## src/rtl/lsu_pkg.sv

```systemverilog
// Shared encodings, FSM state type and access-size helpers for the load/store unit.
// Pure declarations: no latency, no flow control.
package lsu_pkg;

  localparam logic [2:0] DM_WORD  = 3'b000;
  localparam logic [2:0] DM_BYTE  = 3'b001;
  localparam logic [2:0] DM_HALF  = 3'b010;
  localparam logic [2:0] DM_BYTEU = 3'b100;
  localparam logic [2:0] DM_HALFU = 3'b101;

  typedef enum logic [1:0] {
    ST_IDLE,
    ST_ACC0,
    ST_ACC1,
    ST_RESP
  } lsu_state_e;

  function automatic logic is_valid_ctrl(input logic [2:0] ctrl);
    case (ctrl)
      DM_WORD, DM_BYTE, DM_HALF, DM_BYTEU, DM_HALFU: return 1'b1;
      default:                                       return 1'b0;
    endcase
  endfunction

  function automatic logic [2:0] size_bytes(input logic [2:0] ctrl);
    case (ctrl)
      DM_WORD:           return 3'd4;
      DM_HALF, DM_HALFU: return 3'd2;
      default:           return 3'd1;
    endcase
  endfunction

endpackage

```

## src/rtl/lsu_lane_align.sv

```systemverilog
// Byte-lane mask, write-data shift and load shift/extend; purely combinational, zero latency.
// No flow control: outputs follow inputs.
module lsu_lane_align
  import lsu_pkg::*;
(
  input  logic [2:0]  ctrl,
  input  logic [1:0]  off,
  input  logic [31:0] wdata,
  input  logic [63:0] rdata,
  output logic [7:0]  mask,
  output logic [63:0] wdata_sh,
  output logic [31:0] rdata_ext
);

  logic [3:0]  size_mask;
  logic [4:0]  bit_off;
  logic [31:0] rword;

  always_comb begin
    case (size_bytes(ctrl))
      3'd4:    size_mask = 4'hF;
      3'd2:    size_mask = 4'h3;
      default: size_mask = 4'h1;
    endcase
  end

  assign bit_off  = {off, 3'b000};
  assign mask     = {4'b0000, size_mask} << off;
  assign wdata_sh = {32'h0, wdata} << bit_off;
  // Low lanes of the two-word window hold the addressed bytes after the shift.
  assign rword    = 32'(rdata >> bit_off);

  always_comb begin
    case (ctrl)
      DM_BYTE:  rdata_ext = {{24{rword[7]}}, rword[7:0]};
      DM_HALF:  rdata_ext = {{16{rword[15]}}, rword[15:0]};
      DM_BYTEU: rdata_ext = {24'h0, rword[7:0]};
      DM_HALFU: rdata_ext = {16'h0, rword[15:0]};
      default:  rdata_ext = rword;
    endcase
  end

endmodule

```

## src/rtl/lsu_ctrl.sv

```systemverilog
// Load/store initiator: one request at a time, 1 or 2 memory cycles, response 2/3 cycles after accept (1 if invalid).
// req_ready only in IDLE; response held stable in RESP until rsp_ready.
module lsu_ctrl
  import lsu_pkg::*;
#(
  parameter int ADDR_W = 32
) (
  input  logic              clk,
  input  logic              rst_n,
  input  logic              req_valid,
  output logic              req_ready,
  input  logic              req_we,
  input  logic [2:0]        req_ctrl,
  input  logic [ADDR_W-1:0] req_addr,
  input  logic [31:0]       req_wdata,
  output logic              rsp_valid,
  input  logic              rsp_ready,
  output logic [31:0]       rsp_data,
  output logic              rsp_err,
  output logic [ADDR_W-3:0] mem_addr,
  output logic              mem_we,
  output logic [3:0]        mem_be,
  output logic [31:0]       mem_wdata,
  input  logic [31:0]       mem_rdata
);

  localparam int              WIDX_W   = ADDR_W - 2;
  localparam logic [WIDX_W-1:0] WIDX_ONE = 1;

  lsu_state_e        state_q, state_d;
  logic              we_q, we_d;
  logic [2:0]        ctrl_q, ctrl_d;
  logic [ADDR_W-1:0] addr_q, addr_d;
  logic [31:0]       wdata_q, wdata_d;
  logic [31:0]       lo_q, lo_d;
  logic [31:0]       rsp_data_q, rsp_data_d;
  logic              rsp_err_q, rsp_err_d;
  logic              req_ready_q, req_ready_d;
  logic              rsp_valid_q, rsp_valid_d;

  logic [WIDX_W-1:0] widx;
  logic [7:0]        mask;
  logic [63:0]       wdata_sh;
  logic [63:0]       rdata_cat;
  logic [31:0]       rdata_ext;
  logic              split;

  assign widx  = addr_q[ADDR_W-1:2];
  assign split = |mask[7:4];
  // In ACC1 the low word was captured in ACC0; otherwise the high word is absent.
  assign rdata_cat = (state_q == ST_ACC1) ? {mem_rdata, lo_q} : {32'h0, mem_rdata};

  lsu_lane_align u_align (
    .ctrl      (ctrl_q),
    .off       (addr_q[1:0]),
    .wdata     (wdata_q),
    .rdata     (rdata_cat),
    .mask      (mask),
    .wdata_sh  (wdata_sh),
    .rdata_ext (rdata_ext)
  );

  always_comb begin
    mem_addr  = '0;
    mem_we    = 1'b0;
    mem_be    = 4'h0;
    mem_wdata = 32'h0;
    case (state_q)
      ST_ACC0: begin
        mem_addr  = widx;
        mem_we    = we_q;
        mem_be    = mask[3:0];
        mem_wdata = wdata_sh[31:0];
      end
      ST_ACC1: begin
        mem_addr  = widx + WIDX_ONE;
        mem_we    = we_q;
        mem_be    = mask[7:4];
        mem_wdata = wdata_sh[63:32];
      end
      default: ;
    endcase
  end

  always_comb begin
    state_d    = state_q;
    we_d       = we_q;
    ctrl_d     = ctrl_q;
    addr_d     = addr_q;
    wdata_d    = wdata_q;
    lo_d       = lo_q;
    rsp_data_d = rsp_data_q;
    rsp_err_d  = rsp_err_q;
    case (state_q)
      ST_IDLE: begin
        if (req_valid) begin
          we_d       = req_we;
          ctrl_d     = req_ctrl;
          addr_d     = req_addr;
          wdata_d    = req_wdata;
          rsp_data_d = 32'h0;
          if (!is_valid_ctrl(req_ctrl) || (req_we && req_ctrl[2])) begin
            rsp_err_d = 1'b1;
            state_d   = ST_RESP;
          end else begin
            rsp_err_d = 1'b0;
            state_d   = ST_ACC0;
          end
        end
      end
      ST_ACC0: begin
        lo_d = mem_rdata;
        if (split) begin
          state_d = ST_ACC1;
        end else begin
          state_d    = ST_RESP;
          rsp_data_d = we_q ? 32'h0 : rdata_ext;
        end
      end
      ST_ACC1: begin
        state_d    = ST_RESP;
        rsp_data_d = we_q ? 32'h0 : rdata_ext;
      end
      ST_RESP: begin
        if (rsp_ready) state_d = ST_IDLE;
      end
      default: state_d = ST_IDLE;
    endcase
    req_ready_d = (state_d == ST_IDLE);
    rsp_valid_d = (state_d == ST_RESP);
  end

  always_ff @(posedge clk or negedge rst_n) begin
    if (!rst_n) begin
      state_q     <= ST_IDLE;
      we_q        <= 1'b0;
      ctrl_q      <= DM_WORD;
      addr_q      <= '0;
      wdata_q     <= 32'h0;
      lo_q        <= 32'h0;
      rsp_data_q  <= 32'h0;
      rsp_err_q   <= 1'b0;
      req_ready_q <= 1'b1;
      rsp_valid_q <= 1'b0;
    end else begin
      state_q     <= state_d;
      we_q        <= we_d;
      ctrl_q      <= ctrl_d;
      addr_q      <= addr_d;
      wdata_q     <= wdata_d;
      lo_q        <= lo_d;
      rsp_data_q  <= rsp_data_d;
      rsp_err_q   <= rsp_err_d;
      req_ready_q <= req_ready_d;
      rsp_valid_q <= rsp_valid_d;
    end
  end

  assign req_ready = req_ready_q;
  assign rsp_valid = rsp_valid_q;
  assign rsp_data  = rsp_data_q;
  assign rsp_err   = rsp_err_q;

endmodule

```

## config.mk

```make
export PLATFORM = sky130hd
export DESIGN_NAME = lsu_ctrl
export DESIGN_NICKNAME = d
export VERILOG_FILES = /design/src/rtl/lsu_pkg.sv /design/src/rtl/lsu_lane_align.sv /design/src/rtl/lsu_ctrl.sv
export SDC_FILE = /design/constraint.sdc
export NUM_CORES = 1
export LEC_CHECK = 0
export CORE_MARGIN = 5
export CORE_UTILIZATION = 55
export DETAILED_ROUTE_END_ITERATION = 12
export PLACE_DENSITY = 0.87
export SYNTH_ARGS = -nofsm -noshare
export SYNTH_HDL_FRONTEND = slang
export SYNTH_SLANG_ARGS = --single-unit
```

## constraint.sdc

```tcl
create_clock -name clk -period 5 [get_ports clk]
set_clock_uncertainty 0.2 [all_clocks]
set_input_delay 1.5 -clock clk [delete_from_list [all_inputs] [get_ports clk]]
set_output_delay 1.5 -clock clk [all_outputs]
set_load 0.03 [all_outputs]
```

; ---- Yosys cells after proc, flatten, opt, wreduce, memory -nomap -nowiden
; Index checks and enable logic that the tools add are counted.
[op_classes]
mux = 21
shift = 3
n_addsub = 1
eq_ne = 16
n_mul = 0
n_div = 0
n_reduce_logical = 14
order_cmp = 0
bitwise_logic = 0
[op_table]
columns = operator, n
row1 = case mux 32 bit (4 select lines), 1
row2 = 2-to-1 mux 32 bit, 3
row3 = case mux 32 bit (3 select lines), 1
row4 = 2-to-1 mux 64 bit, 1
row5 = case mux 32 bit (2 select lines), 1
row6 = left shift 32 x 5 -> 64 bit, 1
row7 = >> shifter 64 x 5 -> 32 bit, 1
row8 = case mux 30 bit (2 select lines), 1
row9 = adder 30 x 1 -> 30 bit (second input constant), 1
row10 = case mux 4 bit (2 select lines), 2
row11 = == test 3 bit (second input constant), 5
row12 = == test 3 x 2 -> 1 bit (second input constant), 3
row13 = case mux 2 bit (4 select lines), 1
row14 = left shift 4 x 2 -> 8 bit, 1
row15 = == test 2 bit (second input constant), 3
row16 = == test 3 x 1 -> 1 bit (second input constant), 2
row17 = zero test 3 bit, 2
row18 = 2-to-1 mux 1 bit, 6
row19 = 2-to-1 mux 2 bit, 3
row20 = case mux 3 bit (2 select lines), 1
row21 = OR reduction 5 bit, 1
row22 = zero test 2 bit, 2
row23 = inequality test 2 bit (second input constant), 2
row24 = OR reduction 2 bit, 2
row25 = other kinds (8), 8
[totals]
n_memories = 0
mem_bits_ro = 0
register_bits = 137
latch_bits = 0
in_bits = 104
wordCells = 65
out_inout_bits = 102
ram_bits = 0

; ---- Longest topological paths before layout
; Gate-level depths: netlist (run 1).
[logic_depth]
depth_word = 11
mapped_depth = 12
depth_no_buf = 10

; ---- Hierarchy
; Synthesis (run 1) repeated with hierarchy kept, for this count alone.
[hier_totals]
cells_unflattened = 960
hier_area_um2 = 9604.2
[by_module_without_submodules]
columns = module, seq_area_each_um2, area_each_um2, cells_each, n_inst
row1 = lsu_ctrl, 3429.5, 7473.4, 714, 1
row2 = lsu_lane_align, 0.0, 2130.8, 246, 1

; ---- Worst setup path before layout (run 1)
; No wires, ideal clock.
[synth_timing]
kind = register to output
start = register addr_q[0]
end = output port mem_wdata[30]
t_required_ns = 3.300
arrival_ns = 2.346
slack_ns = 0.954
stages_incl_launch_ff = 9
n_path_buf = 6
cell_sequence = dfrtp_1 -> buf_4 -> buf_2 -> buf_2 -> buf_2 -> buf_2 -> buf_2 -> nor2_1 -> a211oi_1
[synth_between]
elab_chain_len = 2
[synth_rtl]
columns = item, line
row1 = "start, declared", lsu_ctrl.sv:33  ; logic [ADDR_W-1:0] addr_q, addr_d;
row2 = "start signal, assigned", lsu_ctrl.sv:149  ; addr_q <= addr_d;
row3 = left shift 32 x 5 -> 64 bit, lsu_lane_align.sv:29  ; assign wdata_sh = {32'h0, wdata} << bit_off;
row4 = case mux 32 bit (2 select lines), lsu_ctrl.sv:68  ; case (state_q)
row5 = "end, declared", lsu_ctrl.sv:23  ; output logic [31:0] mem_wdata,
; Every way passes these cells.

; ---- Final worst setup path (run 1)
[layout_timing]
start = register state_q[1]
end = output port mem_addr[2]
[layout_between]
elab_chain_len = 2
[layout_rtl]
columns = item, line
row1 = "start, declared", lsu_ctrl.sv:30  ; lsu_state_e state_q, state_d;
row2 = "start signal, assigned", lsu_ctrl.sv:146  ; state_q <= state_d;
row3 = == test 2 bit / == test 2 x 1 -> 1 bit (equally long branches), lsu_ctrl.sv:68
row4 = case mux 30 bit (2 select lines) (*), lsu_ctrl.sv:68
row5 = "end, declared", lsu_ctrl.sv:20  ; output logic [ADDR_W-3:0] mem_addr,
; Mark *: on every way between the ends. The rest lies on a longest branch, timed or not.

==> load_flow_metrics.sql, run 1 <==
INSERT INTO impl_metrics (metric_group, metric, value, unit) VALUES
('floorplanning', 'ios', '206', ''),
('floorplanning', 'fp.coreArea', '15700', 'sq um'),
('floorplanning', 'die_x', '136', 'microns'),
('timing', 'post-route-worst-setup-slack', '138', 'ps'),
('critical_path', 'worst_ep_required_time', '3300', 'ps'),
('floorplanning', 'die_h', '136', 'microns'),
('clocking', 'clock_sink_count', '137', ''),
('synth', 'post_synth_and_or_nand_nor_area_fraction', '11.7', '%'),
('synth', 'mean_instance_size_in_the_synthesized_netlist', '10.3', 'sq um'),
('timing', 'slew_viol_final', '0', ''),
('status', 'run_status', 'finished, final reports clean', ''),
('cells_and_area', 'area.growth.synth_to_final', '32.3', '%'),
('cells_and_area', 'design.final.nets', '1136', ''),
('synth', 'synth_top_cell_by_area', 'sky130_fd_sc_hd__dfrtp_1', ''),
('global_route', 'globalRouteTotalUtil', '29.0', '%'),
('cells_and_area', 'layout.cells.most_common', 'sky130_fd_sc_hd__clkdlybuf4s50_1', ''),
('clocking', 'clk_pin_slew', '60', 'ps'),
('power', 'ir_worst_vdd', '0.375', 'mV'),
('place', 'place.detailed.hpwl', '18300', 'microns'),
('power', 'total_leakage_power', '4.71', 'nW'),
('synth', 'ys_top_cells_by_area', 'sky130_fd_sc_hd__dfrtp_1 (39%), sky130_fd_sc_hd__mux2_2 (16%), sky130_fd_sc_hd__mux2i_1 (7.4%)', ''),
('route', 'post_drt_wl_per_cell', '21.3', 'microns'),
('floorplanning', 'die_area', '18400', 'sq um'),
('synth', 'ys_async_sr_fraction', '100', '%'),
('global_route', 'number_of_global_route_vias_before_repair', '7899', ''),
('route', 'drt_first_pass_iters', '6', ''),
('clocking', 'postCtsResizedCells', '0', ''),
('clocking', 'post-cts-setup-buffer-count', '0', ''),
('timing', 'grt_setup_unrepaired', 'false', ''),
('route', 'vias', '7944', ''),
('synth', 'synth-edff-count', '0', ''),
('clocking', 'cts_max_level', '4', ''),
('synth', 'post_synth_mux_area_share', '24.7', '%'),
('timing', 'fin_tns_setup', '0', 'ps'),
('route', 'drtAntennaViolNets', '0', ''),
('clocking', 'cts_max_path_buffers', '2', ''),
('timing', 'period_needed', '4860', 'ps'),
('global_route', 'grt_first_pass_wirelength', '42100', 'microns'),
('synth', 'synthesized_area_fraction_occupied_by_adder_cells', '1.44', '%'),
('synth', 'mappedNetlistArea', '8700', 'sq um'),
('timing', 'fin_crit_sh', '97.2', '%'),
('cells_and_area', 'drive_gt1_share', '21.0', '%'),
('route', 'drtIter0Drc', '897', ''),
('clocking', 'numCtsBuffers', '17', ''),
('global_route', 'gr-total-overflow', '0', ''),
('place', 'io_buffers', '205', ''),
('route', 'drt-vias-per-instance', '6.35', ''),
('place', 'dp_slack', '666', 'ps'),
('timing', 'final_setup_violating_endpoints', '0', ''),
('power', 'powerDensity', '752', 'nW/um^2'),
('global_route', 'maximum_number_of_pins_on_one_net_before_global_route_repair', '90', ''),
('critical_path', 'worst_setup_path_start_kind', 'flop', ''),
('synth', 'synth_largest_type_area_fraction', '39.1', '%'),
('timing', 'timing.slew.headroom', '30.4', '%'),
('floorplanning', 'core.rowCount', '46', ''),
('critical_path', 'critical_path_arrival', '3160', 'ps'),
('route', 'drt_drc_violations_left', '0', ''),
('clocking', 'cts_hold_repair.buffers', '0', ''),
('critical_path', 'worstSetupEndpointType', 'output pin', ''),
('synth', 'postSynthRegisterBits', '137', ''),
('synth', 'share_of_the_synthesized_area_in_compound_gates_ao_oa_aoi_oai', '17.8', '%'),
('critical_path', 'critPathMaxFanout', '17', ''),
('synth', 'synthesis.nets', '956', ''),
('synth', 'ys_warn_count', '0', ''),
('synth', 'synth_xor_area_share', '1.21', '%'),
('route', 'wirelength', '26700', 'microns'),
('timing', 'final_hold_viol_count', '0', ''),
('min_path', 'hold_path.class', 'reg2reg', ''),
('floorplanning', 'floorplan.initialDensity', '55.4', '%'),
('synth', 'synth_sequential_area_ratio', '39.4', '%'),
('place', 'routabilityCongestion', '0.948', '');
[cell type report]
| class | instances | area (sq um) |
|---|---|---|
| fill | 1119 | 4200 |
| timing repair buffer | 227 | 2200 |
| antenna | 1 | 2.50 |
| tap | 216 | 270 |
| sequential | 137 | 3430 |
| inverter | 12 | 45.0 |
| clock inverter | 15 | 179 |
| clock buffer | 17 | 425 |
| multi-input combinational | 627 | 4960 |
[cells by family after synthesis]
kind of cell             count (synthesis)
AO/OA/AOI/OAI                          213
multiplexers                           191
flip-flops                             137
AND/OR/NAND/NOR                        201
adder cells (fa/ha/maj)                 10
buffers and inverters                   78
XOR/XNOR                                12
[metrics by stage]
step	hold WS, ps	utilization, %	power, mW	cells	area (sq um)
global route	320	73.3	9.14	1252	11500
floorplan	275	-	5.64	842	8700
detailed placement	274	69.4	7.24	1219	10900
CTS	288	73.2	8.60	1251	11500
finish	286	73.3	8.66	1252	11500
global placement	263	69.4	7.13	1219	10900
[worst paths after layout]
path	startpoint	endpoint	slack, ps	cells past startpoint
min	rsp_data[7]	rsp_data[7]	290	2
max reg2reg	addr_q[0]	rsp_data[16]	1080	8
max in group asynchronous	rst_n	req_ready	2830	2
min reg2reg	rsp_data[7]	rsp_data[7]	290	2
max	state_q[1]	mem_addr[2]	140	7
min in group asynchronous	rst_n	wdata_q[30]	930	1
[cells in the mapped netlist (5+ instances only)]
cell type,count
sky130_fd_sc_hd__mux2_2,120
sky130_fd_sc_hd__and2_1,17
sky130_fd_sc_hd__mux4_2,7
sky130_fd_sc_hd__o31ai_1,5
sky130_fd_sc_hd__a21oi_1,17
sky130_fd_sc_hd__buf_1,18
sky130_fd_sc_hd__mux2i_1,64
sky130_fd_sc_hd__nand2_1,56
sky130_fd_sc_hd__a211o_1,7
sky130_fd_sc_hd__and3_1,5
sky130_fd_sc_hd__nor2b_1,27
sky130_fd_sc_hd__clkbuf_1,34
sky130_fd_sc_hd__a22o_1,25
sky130_fd_sc_hd__o21ai_0,48
sky130_fd_sc_hd__dfrtp_1,136
sky130_fd_sc_hd__a211oi_1,10
sky130_fd_sc_hd__ha_1,10
sky130_fd_sc_hd__a31oi_1,9
sky130_fd_sc_hd__nand4_1,10
sky130_fd_sc_hd__a221oi_1,7
sky130_fd_sc_hd__o221ai_1,9
sky130_fd_sc_hd__o2bb2ai_1,7
sky130_fd_sc_hd__nand3_1,22
sky130_fd_sc_hd__o22ai_1,9
sky130_fd_sc_hd__inv_1,11
sky130_fd_sc_hd__o22a_1,7
sky130_fd_sc_hd__nor2_1,39
sky130_fd_sc_hd__a22oi_1,21
sky130_fd_sc_hd__o21a_1,8
sky130_fd_sc_hd__a221o_1,8
sky130_fd_sc_hd__xnor2_1,8
sky130_fd_sc_hd__buf_2,11
sky130_fd_sc_hd__nor3_1,13
[critical path, cell delays in order (launching register included)]
cell                              delay [ps]
sky130_fd_sc_hd__dfrtp_1                 500
sky130_fd_sc_hd__inv_1                   130
sky130_fd_sc_hd__ha_1                    420
sky130_fd_sc_hd__nand2_1                 530
sky130_fd_sc_hd__o21ai_0                 260
sky130_fd_sc_hd__nand2_1                  70
sky130_fd_sc_hd__o21ai_0                 110
sky130_fd_sc_hd__clkdlybuf4s50_1         720
[registers in the layout, indices dropped and copies added, names as in the netlist]
signal and cells:
rsp_err 1, we_q 1, wdata_q 32, lo_q 32
req_ready 1, rsp_valid 1, addr_q 32, rsp_data 32
ctrl_q 3, state_q 2
[report_power, final]
group          switching, mW  internal [mW]
Combinational           2.86           2.27
Sequential             0.597           1.63
Clock                  0.556          0.759
Total                   4.01           4.65
[layer usage]
| metal | routed length (microns) | up-vias | track usage (%) |
|---|---|---|---|
| met5 | 0 | - | 0 |
| met4 | 1060 | 0 | 12.3 |
| met3 | 2800 | 85 | 9.18 |
| met2 | 12300 | 471 | 44.1 |
| met1 | 10500 | 3857 | 38.3 |
| li1 | - | 3531 | - |
Power figures use the tool's default switching activity.
==> inputs of run 2 (changes only) <==
--- a/config.mk
+++ b/config.mk
@@ -6,9 +6,10 @@
 export NUM_CORES = 1
 export LEC_CHECK = 0
 export CORE_MARGIN = 5
-export CORE_UTILIZATION = 55
+export CORE_UTILIZATION = 51
 export DETAILED_ROUTE_END_ITERATION = 12
-export PLACE_DENSITY = 0.87
+export PLACE_DENSITY = 0.82
+export REMOVE_ABC_BUFFERS = 1
 export SYNTH_ARGS = -nofsm -noshare
 export SYNTH_HDL_FRONTEND = slang
 export SYNTH_SLANG_ARGS = --single-unit
==> constraint.sdc (replaced) <==
create_clock -name clk -period 4.6 [get_ports clk]
set_clock_uncertainty 0.2 [all_clocks]
set_input_delay 1.38 -clock clk [delete_from_list [all_inputs] [get_ports clk]]
set_output_delay 1.38 -clock clk [all_outputs]
set_load 0.03 [all_outputs]
==> run 2 against run 1 <==
Compared with the run above:
- critical path depth fell by 1
- final cell count increased by 0.56%
- power rose by 6.3%
- worst hold slack improved by 3.0 ps
- count of clock-buffer cells in the layout increased by 3
- combinational power rose by 7.8%
==> load_flow_metrics.sql, run 2 (same netlist as run 1, synthesis figures left out) <==
INSERT INTO impl_metrics (metric_group, metric, value, unit) VALUES
('status', 'run_status', 'finished, final reports clean', ''),
('critical_path', 'worst_ep_required_time', '3020', 'ps'),
('global_route', 'grt_antenna_before_repair', '1', ''),
('timing', 'timing.slew.headroom', '26.6', '%'),
('route', 'dr_wl_met3', '2100', 'microns'),
('cells_and_area', 'final_cell_mix', 'sky130_fd_sc_hd__clkdlybuf4s50_1 (142), sky130_fd_sc_hd__dfrtp_1 (134), sky130_fd_sc_hd__mux2_2 (120)', ''),
('place', 'io_buffers', '205', ''),
('clocking', 'numCtsBuffers', '17', ''),
('power', 'ir_worst_vdd', '0.446', 'mV'),
('cells_and_area', 'drive_gt1_share', '25.0', '%'),
('critical_path', 'cp_slowest_cell', 'sky130_fd_sc_hd__clkdlybuf4s50_1', ''),
('critical_path', 'critical_path_arrival', '2810', 'ps'),
('floorplanning', 'fp.coreArea', '16600', 'sq um'),
('route', 'post_drt_wl_per_cell', '20.7', 'microns'),
('critical_path', 'reg2reg_to', 'rsp_data[30]', ''),
('global_route', 'globalRouteTotalUtil', '25.8', '%'),
('route', 'drt-vias-per-instance', '6.19', ''),
('timing', 'grt_setup_unrepaired', 'false', ''),
('route', 'route.met2.wl', '12600', 'microns'),
('timing', 'final_hold_viol_count', '0', ''),
('timing', 'fin_crit_sh', '95.4', '%'),
('floorplanning', 'ios', '206', ''),
('route', 'drt_first_pass_iters', '5', ''),
('timing', 'slew_viol_final', '0', ''),
('critical_path', 'cpPeakStageDelay', '690', 'ps'),
('min_path', 'min_delay_endpoint', 'rsp_data[1]', ''),
('route', 'top_signal_layer_used', 'met4', ''),
('power', 'p_total', '9.21', 'mW'),
('critical_path', 'timing.setup.critical_path_class', 'reg2out', ''),
('clocking', 'clk_pin_slew', '60', 'ps'),
('cells_and_area', 'design.final.nets', '1140', ''),
('clocking', 'clock_sink_count', '137', ''),
('timing', 'final.hold.worst_slack', '289', 'ps'),
('timing', 'final_setup_violating_endpoints', '0', ''),
('route', 'vias', '7799', ''),
('route', 'drtIter0Drc', '588', ''),
('timing', 'worst-slew-pin-transition', '1100', 'ps'),
('place', 'place.detailed.hpwl', '18000', 'microns'),
('min_path', 'hold_path.class', 'reg2reg', ''),
('cells_and_area', 'layout.cells.most_common', 'sky130_fd_sc_hd__clkdlybuf4s50_1', ''),
('global_route', 'grt_first_pass_wirelength', '40900', 'microns'),
('floorplanning', 'core.rowCount', '47', ''),
('clocking', 'clockRootBuffer', 'sky130_fd_sc_hd__clkbuf_16', ''),
('power', 'total_leakage_power', '4.78', 'nW'),
('critical_path', 'critPathMaxFanout', '21', ''),
('floorplanning', 'die_h', '141', 'microns'),
('route', 'wirelength', '26100', 'microns'),
('min_path', 'hold-path-cell-count', '2', ''),
('global_route', 'number_of_global_route_vias_before_repair', '7566', ''),
('critical_path', 'register_to_register_setup_slack', '970', 'ps'),
('route', 'detail_route.wirelength.met1', '10700', 'microns'),
('timing', 'max_freq', '0.228', 'GHz'),
('critical_path', 'worst_setup_path_start_kind', 'flop', ''),
('run', 'max-cap-violations', '0', ''),
('cells_and_area', 'area.growth.synth_to_final', '31.7', '%'),
('floorplanning', 'die_area', '19800', 'sq um'),
('route', 'drtAntennaViolNets', '0', ''),
('critical_path', 'critical_path.cell_chain', 'inv_1 > ha_2 > inv_2 > a2bb2oi_1 > nor2b_1 > clkdlybuf4s50_1', ''),
('critical_path', 'worstSetupEndpointType', 'output pin', ''),
('min_path', 'timing.hold.worst.start', 'rsp_data[1]', ''),
('clocking', 'cts_max_path_buffers', '2', ''),
('floorplanning', 'die_x', '141', 'microns'),
('clocking', 'clock_latency', '420', 'ps'),
('clocking', 'cts_max_level', '4', ''),
('floorplanning', 'floorplan.initialDensity', '52.3', '%'),
('critical_path', 'rr_worst_depth', '9', ''),
('critical_path', 'r2r-start', 'state_q[0]', ''),
('clocking', 'tritoncts_clock_tree', 'built', ''),
('place', 'routabilityCongestion', '0.905', ''),
('global_route', 'gr-total-overflow', '0', ''),
('route', 'drt_drc_violations_left', '0', ''),
('timing', 'period_needed', '4390', 'ps'),
('power', 'powerDensity', '804', 'nW/um^2'),
('global_route', 'maximum_number_of_pins_on_one_net_before_global_route_repair', '63', '');
## run 2: cell count changes in the layout (fill, tap and decap cells not counted), moves of 2 or more
cell,delta
sky130_fd_sc_hd__clkbuf_1,+2
sky130_fd_sc_hd__clkinvlp_4,+5
sky130_fd_sc_hd__clkdlybuf4s50_1,-43
sky130_fd_sc_hd__buf_12,+6
sky130_fd_sc_hd__inv_8,-5
sky130_fd_sc_hd__buf_4,+41
sky130_fd_sc_hd__inv_6,-5
## run 2: area by class of cell
cell class,instances,area (sq um)
tap,220,275
clock buffer,20,447
clock inverter,11,100
timing repair buffer,231,2190
sequential,137,3430
fill,1257,5180
antenna,1,2.50
inverter,12,45.0
multi-input combinational,627,4970
## run 2: worst max-delay path by stage
stage	startpoint	endpoint	slack (ps)	depth (start not counted)
global placement	state_q[0]	mem_addr[6]	680	6
CTS	state_q[0]	mem_addr[6]	200	6
floorplan	addr_q[0]	mem_wdata[0]	-940	4
global route	state_q[0]	mem_addr[6]	50	6
detailed placement	mem_rdata[7]	rsp_data[30]	610	7
finish	state_q[0]	mem_addr[6]	210	6
## run 2: stage by stage
step	setup WS, ps	cell area [sq um]	utilization, %	TNS [ps]	instances
2_1_floorplan	-941	8430	-	-24850	776
3_3_place_gp	678	10900	65.6	0	1227
3_5_place_dp	606	10900	65.6	0	1227
4_1_cts	196	11500	68.9	0	1258
5_1_grt	48.6	11500	68.9	0	1259
6_report	212	11500	68.9	0	1259
## run 2: what timing repair did
item / in CTS / in global routing
resized for setup: 0 / 1
setup buffers: 0 / 0
hold buffers: 0 / 0
setup endpoints to repair: 0 / 1
## run 2: power breakdown
part / leakage [nW] / switching [mW] / internal, mW / total, mW
clock network: 0.254 / 0.530 / 0.753 / 1.28
logic: 2.86 / 3.07 / 2.46 / 5.53
registers: 1.67 / 0.631 / 1.77 / 2.40
total: 4.78 / 4.23 / 4.98 / 9.21
## run 2: routing by layer
layer	global-route usage [%]	up-vias
met1	34.0	3844
li1	-	3527
met4	8.57	0
met2	42.1	370
met5	0	-
met3	6.06	58
## run 2: critical path: cells and delay by family, from the launching register on
| kind | cells | cell delay, ps |
|---|---|---|
| AO/OA/AOI/OAI | 1 | 200 |
| adder cells (fa/ha/maj) | 1 | 510 |
| buffers and inverters | 3 | 1090 |
| flip-flops | 1 | 440 |
| AND/OR/NAND/NOR | 1 | 160 |
==> edit 1 (flow settings as in run 1) <==
`ADDR_W`: 32 -> 40.
--- a/src/rtl/lsu_ctrl.sv
+++ b/src/rtl/lsu_ctrl.sv
@@ -3,7 +3,7 @@
 module lsu_ctrl
   import lsu_pkg::*;
 #(
-  parameter int ADDR_W = 32
+  parameter int ADDR_W = 40
 ) (
   input  logic              clk,
   input  logic              rst_n,
Ports: changed (resized mem_addr and req_addr); port bits go from 206 to 222. The function was not compared with the original's and may differ.
==> edit 1 against run 1 <==
- first-iteration DRC count down 20%
- synthesized area rose by 8.0%
- wire length rose by 4.6%
- cell area increased by 6.0%
- sequential cell count grew 8
- setup slack better by 170 ps
- register-to-register slack better by 470 ps
- power up 4.0%
- critical path type unchanged
- largest power group unchanged
- highest routed layer is now met5
==> edit 1: results <==
layout:
  fin_cells: 1297
  drive_gt1_share_pct: 25.44
  diodes: 0
  final_nets: 1187
power:
  comb_power_share_pct: 58.5
  irDropWorstVdd_uv: 389.2
  powerDensity_nw_per_um2: 737.6
  p_seq_mw: 2.36
placed_design:
  place_congestion: 0.8814
  dp_slack_ps: 620.1
  dp_hpwl_mm: 19.48
  placed_cell_area_sq_um: 11580
  io_buffers: 221
status:
  status: "completed"
global_route:
  grt_use_met3_pct: 6.773
  grt_pass1_vias: 8120
  grt_first_pass_wirelength_mm: 43.99
  track_usage_pct: 27.84
  grt_max_degree: 81
  grtUsageMet1_pct: 36.32
logic_synthesis:
  synthCells: 878
  synthTopCellsByArea: "dfrtp_1, mux2_2, mux2i_1, mux4_2, nand2_1"
  synthTopCellsByCount: "dfrtp_1, mux2_2, mux2i_1, nand2_1, o21ai_0"
  yosysUniqueCellTypes: 62
  ys_seq_area_share_pct: 38.61
sta:
  fin_crit_ps: 4697
  whs_ps: 277.8
  tightest_slew_ps: 1030
clocking:
  cts_setup_buffers: 0
  htreeDepth: 4
setup_path:
  cp.arrival_ps: 3000
  crit_path_top_delay_cell: "dfrtp_1"
  critPathMaxStageDelay_ps: 460
  timing.reg2reg.setup_slack_ps: 1550
detailed_routing:
  via_per_inst: 6.432
  routed_wl_mm: 27.89
  drt_iter0_drc: 719
worst_hold_path:
  hold_class: "flip-flop to flip-flop"
==> edit 1: changes by cell type after synthesis, moves of 10 or more <==
cell,change
a22oi_1,-12
a32o_1,+23
buf_2,+10
mux4_2,+14
nand2_1,+16
o22ai_1,+10
==> edit 1: worst paths after layout <==
path,startpoint,to
max,state_q[1]$_DFF_PN0_,mem_be[2]
min,rsp_data[4]$_DFFE_PN0P_,rsp_data[4]$_DFFE_PN0P_
max reg2reg,state_q[0]$_DFF_PN0_,rsp_data[23]$_DFFE_PN0P_
min reg2reg,rsp_data[4]$_DFFE_PN0P_,rsp_data[4]$_DFFE_PN0P_
max in group asynchronous,rst_n,lo_q[27]$_DFFE_PN0P_
min in group asynchronous,rst_n,rsp_data[20]$_DFFE_PN0P_
==> edit 1: cell type report <==
cell class / count / area [sq um]
Clock buffer: 23 / 478.0
Clock inverter: 8 / 152.6
Fill cell: 1179 / 4491
Inverter: 9 / 33.78
Multi-Input combinational cell: 651 / 5360
Sequential cell: 145 / 3635
Tap cell: 220 / 275.3
Timing Repair Buffer: 241 / 2276
==> edit 1: per-layer routing <==
| metal | routed length (microns) | share of wire, % | up-vias |
|---|---|---|---|
| met1 | 11190 | 40 | 4102 |
| met5 | 19 | 0.068 | - |
| li1 | - | - | 3721 |
| met4 | 1108 | 4.0 | 2 |
| met3 | 2200 | 7.9 | 77 |
| met2 | 13370 | 48 | 440 |
==> edit 1: worst min-delay path: stages, from the launching register on <==
cell and delay (ps):
dfrtp_1 340, nand2_1 40, o21ai_0 50
==> edit 1: kinds of logic after synthesis <==
logic type | synth area share, %
simple gates | 11.67
mux | 28.03
flops | 38.61
compound gates | 15.67
buf+inv | 4.592
fa+ha+maj | 1.331
xor+xnor | 0.09319
==> edit 2 (flow settings as in run 1) <==
Without the edit above. Put one more register stage on the output `rsp_err`, cleared by the reset. The value now appears one clock later. The other outputs are not delayed to match.
--- a/src/rtl/lsu_ctrl.sv
+++ b/src/rtl/lsu_ctrl.sv
@@ -159,7 +159,13 @@
   assign req_ready = req_ready_q;
   assign rsp_valid = rsp_valid_q;
   assign rsp_data  = rsp_data_q;
-  assign rsp_err   = rsp_err_q;
+  always_ff @(posedge clk or negedge rst_n) begin
+    if (!rst_n) begin
+      rsp_err <= '0;
+    end else begin
+      rsp_err <= rsp_err_q;
+    end
+  end
 
 endmodule
 
Function: changed (a bounded check fails within 4 cycles, from zero or initial values and one cycle with rst_n low).
==> edit 2 against run 1 <==
- sequential share of layout area up 0.13 points
- utilization up 0.21 points
- synthesized area up 0.29%
- cell count up 0.48%
- power down 0.84%
- setup slack better by 92 ps
- first-iteration DRC count down 26%
- sequential cell count up 1
- wire length down 2.1%
- cell area up 0.29%
- largest cell class unchanged
- largest power group unchanged
==> edit 2: results <==
status:
  status: "completed"
global_route:
  grt_pass1_vias: 7700
  track_usage_pct: 28.45
  grt_first_pass_wirelength_mm: 41.30
setup_path:
  critical_path.endpoint: "mem_wdata[17]"
  timing.reg2reg.setup_slack_ps: 1650
  timing.critical_path.from: "state_q[0]$_DFF_PN0_"
  r2r_end: "rsp_data[14]$_DFFE_PN0P_"
  r2r.worst_path.cells: 9
  rr_startpoint: "ctrl_q[2]$_DFFE_PN0P_"
  cp.arrival_ps: 3070
placed_design:
  place_congestion: 0.8934
  io_buffers: 205
  dp_hpwl_mm: 18.52
sta:
  setup_tns_ps: 0
  max_slew_margin_pct: 32.74
  whs_ps: 175.9
detailed_routing:
  firstDrtPassIters: 5
  vias: 7883
  routed_wl_mm: 26.09
  met1_length_mm: 10.68
  wl_met2_mm: 12.13
  wl_met3_mm: 2.282
  drt_iter0_drc: 664
logic_synthesis:
  synthTopCellsByArea: "dfrtp_1, mux2_2, mux2i_1, o21ai_0, a22o_1"
  ys_seq_area_share_pct: 39.58
  synth_fp_nets: 957
  synthTopCellsByCount: "dfrtp_1, mux2_2, mux2i_1"
power:
  power_leakage_nw: 4.721
  irDropWorstVdd_uv: 402.0
layout:
  final_nets: 1142
  drive_gt1_share_pct: 21.90
clocking:
  clock_latency_ps: 420
edit 2: changes by cell type in the layout (fill, tap and decap cells not counted), moves of 2 or more:
cell,before,now
buf_4,39,45
nand2_1,55,51
nand2_2,2,6
clkinvlp_4,0,3
and2_1,16,14
and2_2,1,3
bufinv_16,2,0
clkinv_2,2,0
edit 2: logic make-up after synthesis:
logic type	after synthesis	share of synthesized area, %
AOI/OAI and AO/OA	213	17.75
adders and majority gates	10	1.434
muxes	191	24.63
xor gates and xnor gates	12	1.204
DFF	138	39.58
and+or+nand+nor	201	11.71
buffers and inverters	78	3.684
edit 2: power breakdown:
part           internal (mW)  total, mW  switching, mW
sequential              1.64       2.20          0.560
combinational           2.30       5.18           2.88
clock                  0.670       1.21          0.542
total                   4.61       8.59           3.98
edit 2: area by class of cell:
cell class	count	area share, %
Multi-Input combinational cell	627	43.06
Sequential cell	138	29.96
Timing Repair Buffer	232	19.32
Clock buffer	18	3.803
Tap cell	216	2.340
Clock inverter	14	1.116
Inverter	12	0.3900
Antenna cell	1	0.02167
edit 2: worst min path at each step:
stage / start / end / cells after the start
CTS: rsp_err_q$_DFFE_PN0P_ / rsp_err$_DFF_PN0_ / 0
floorplan: rsp_err_q$_DFFE_PN0P_ / rsp_err$_DFF_PN0_ / 0
global route: rsp_err_q$_DFFE_PN0P_ / rsp_err$_DFF_PN0_ / 0
finish: rsp_err_q$_DFFE_PN0P_ / rsp_err$_DFF_PN0_ / 0
global placement: rsp_err_q$_DFFE_PN0P_ / rsp_err$_DFF_PN0_ / 0
detailed placement: rsp_err_q$_DFFE_PN0P_ / rsp_err$_DFF_PN0_ / 0
edit 2: through the flow:
step / instance area, sq um / setup WS, ps / instances
final: 11550 / 229.8 / 1258
after global routing: 11550 / 21.77 / 1258
after CTS: 11530 / 98.19 / 1257
after detailed placement: 10960 / 445.8 / 1225
after global placement: 10960 / 630.7 / 1225
after floorplan: 8727 / 954.3 / 843
edit 2: critical path: stages (launching register included):
cell             delay (ps)
dfrtp_1                 450
inv_1                   160
ha_2                    270
buf_4                   260
and2_2                  320
a22oi_1                 110
o22a_1                  210
nor2b_1                 160
clkdlybuf4s50_1         700
edit 2: routing by layer:
metal  global-route usage [%]  vias up
met1                    38.68     3817
li1                         -     3540
met4                    11.59        0
met3                    7.365       77
met5                        0        -
met2                    43.61      449
edit 2: what timing repair did:
item	CTS	global route
hold buffers	0	0
resized for setup	1	7
setup buffers	0	0
pin swaps	0	0
setup endpoints to repair	1	34
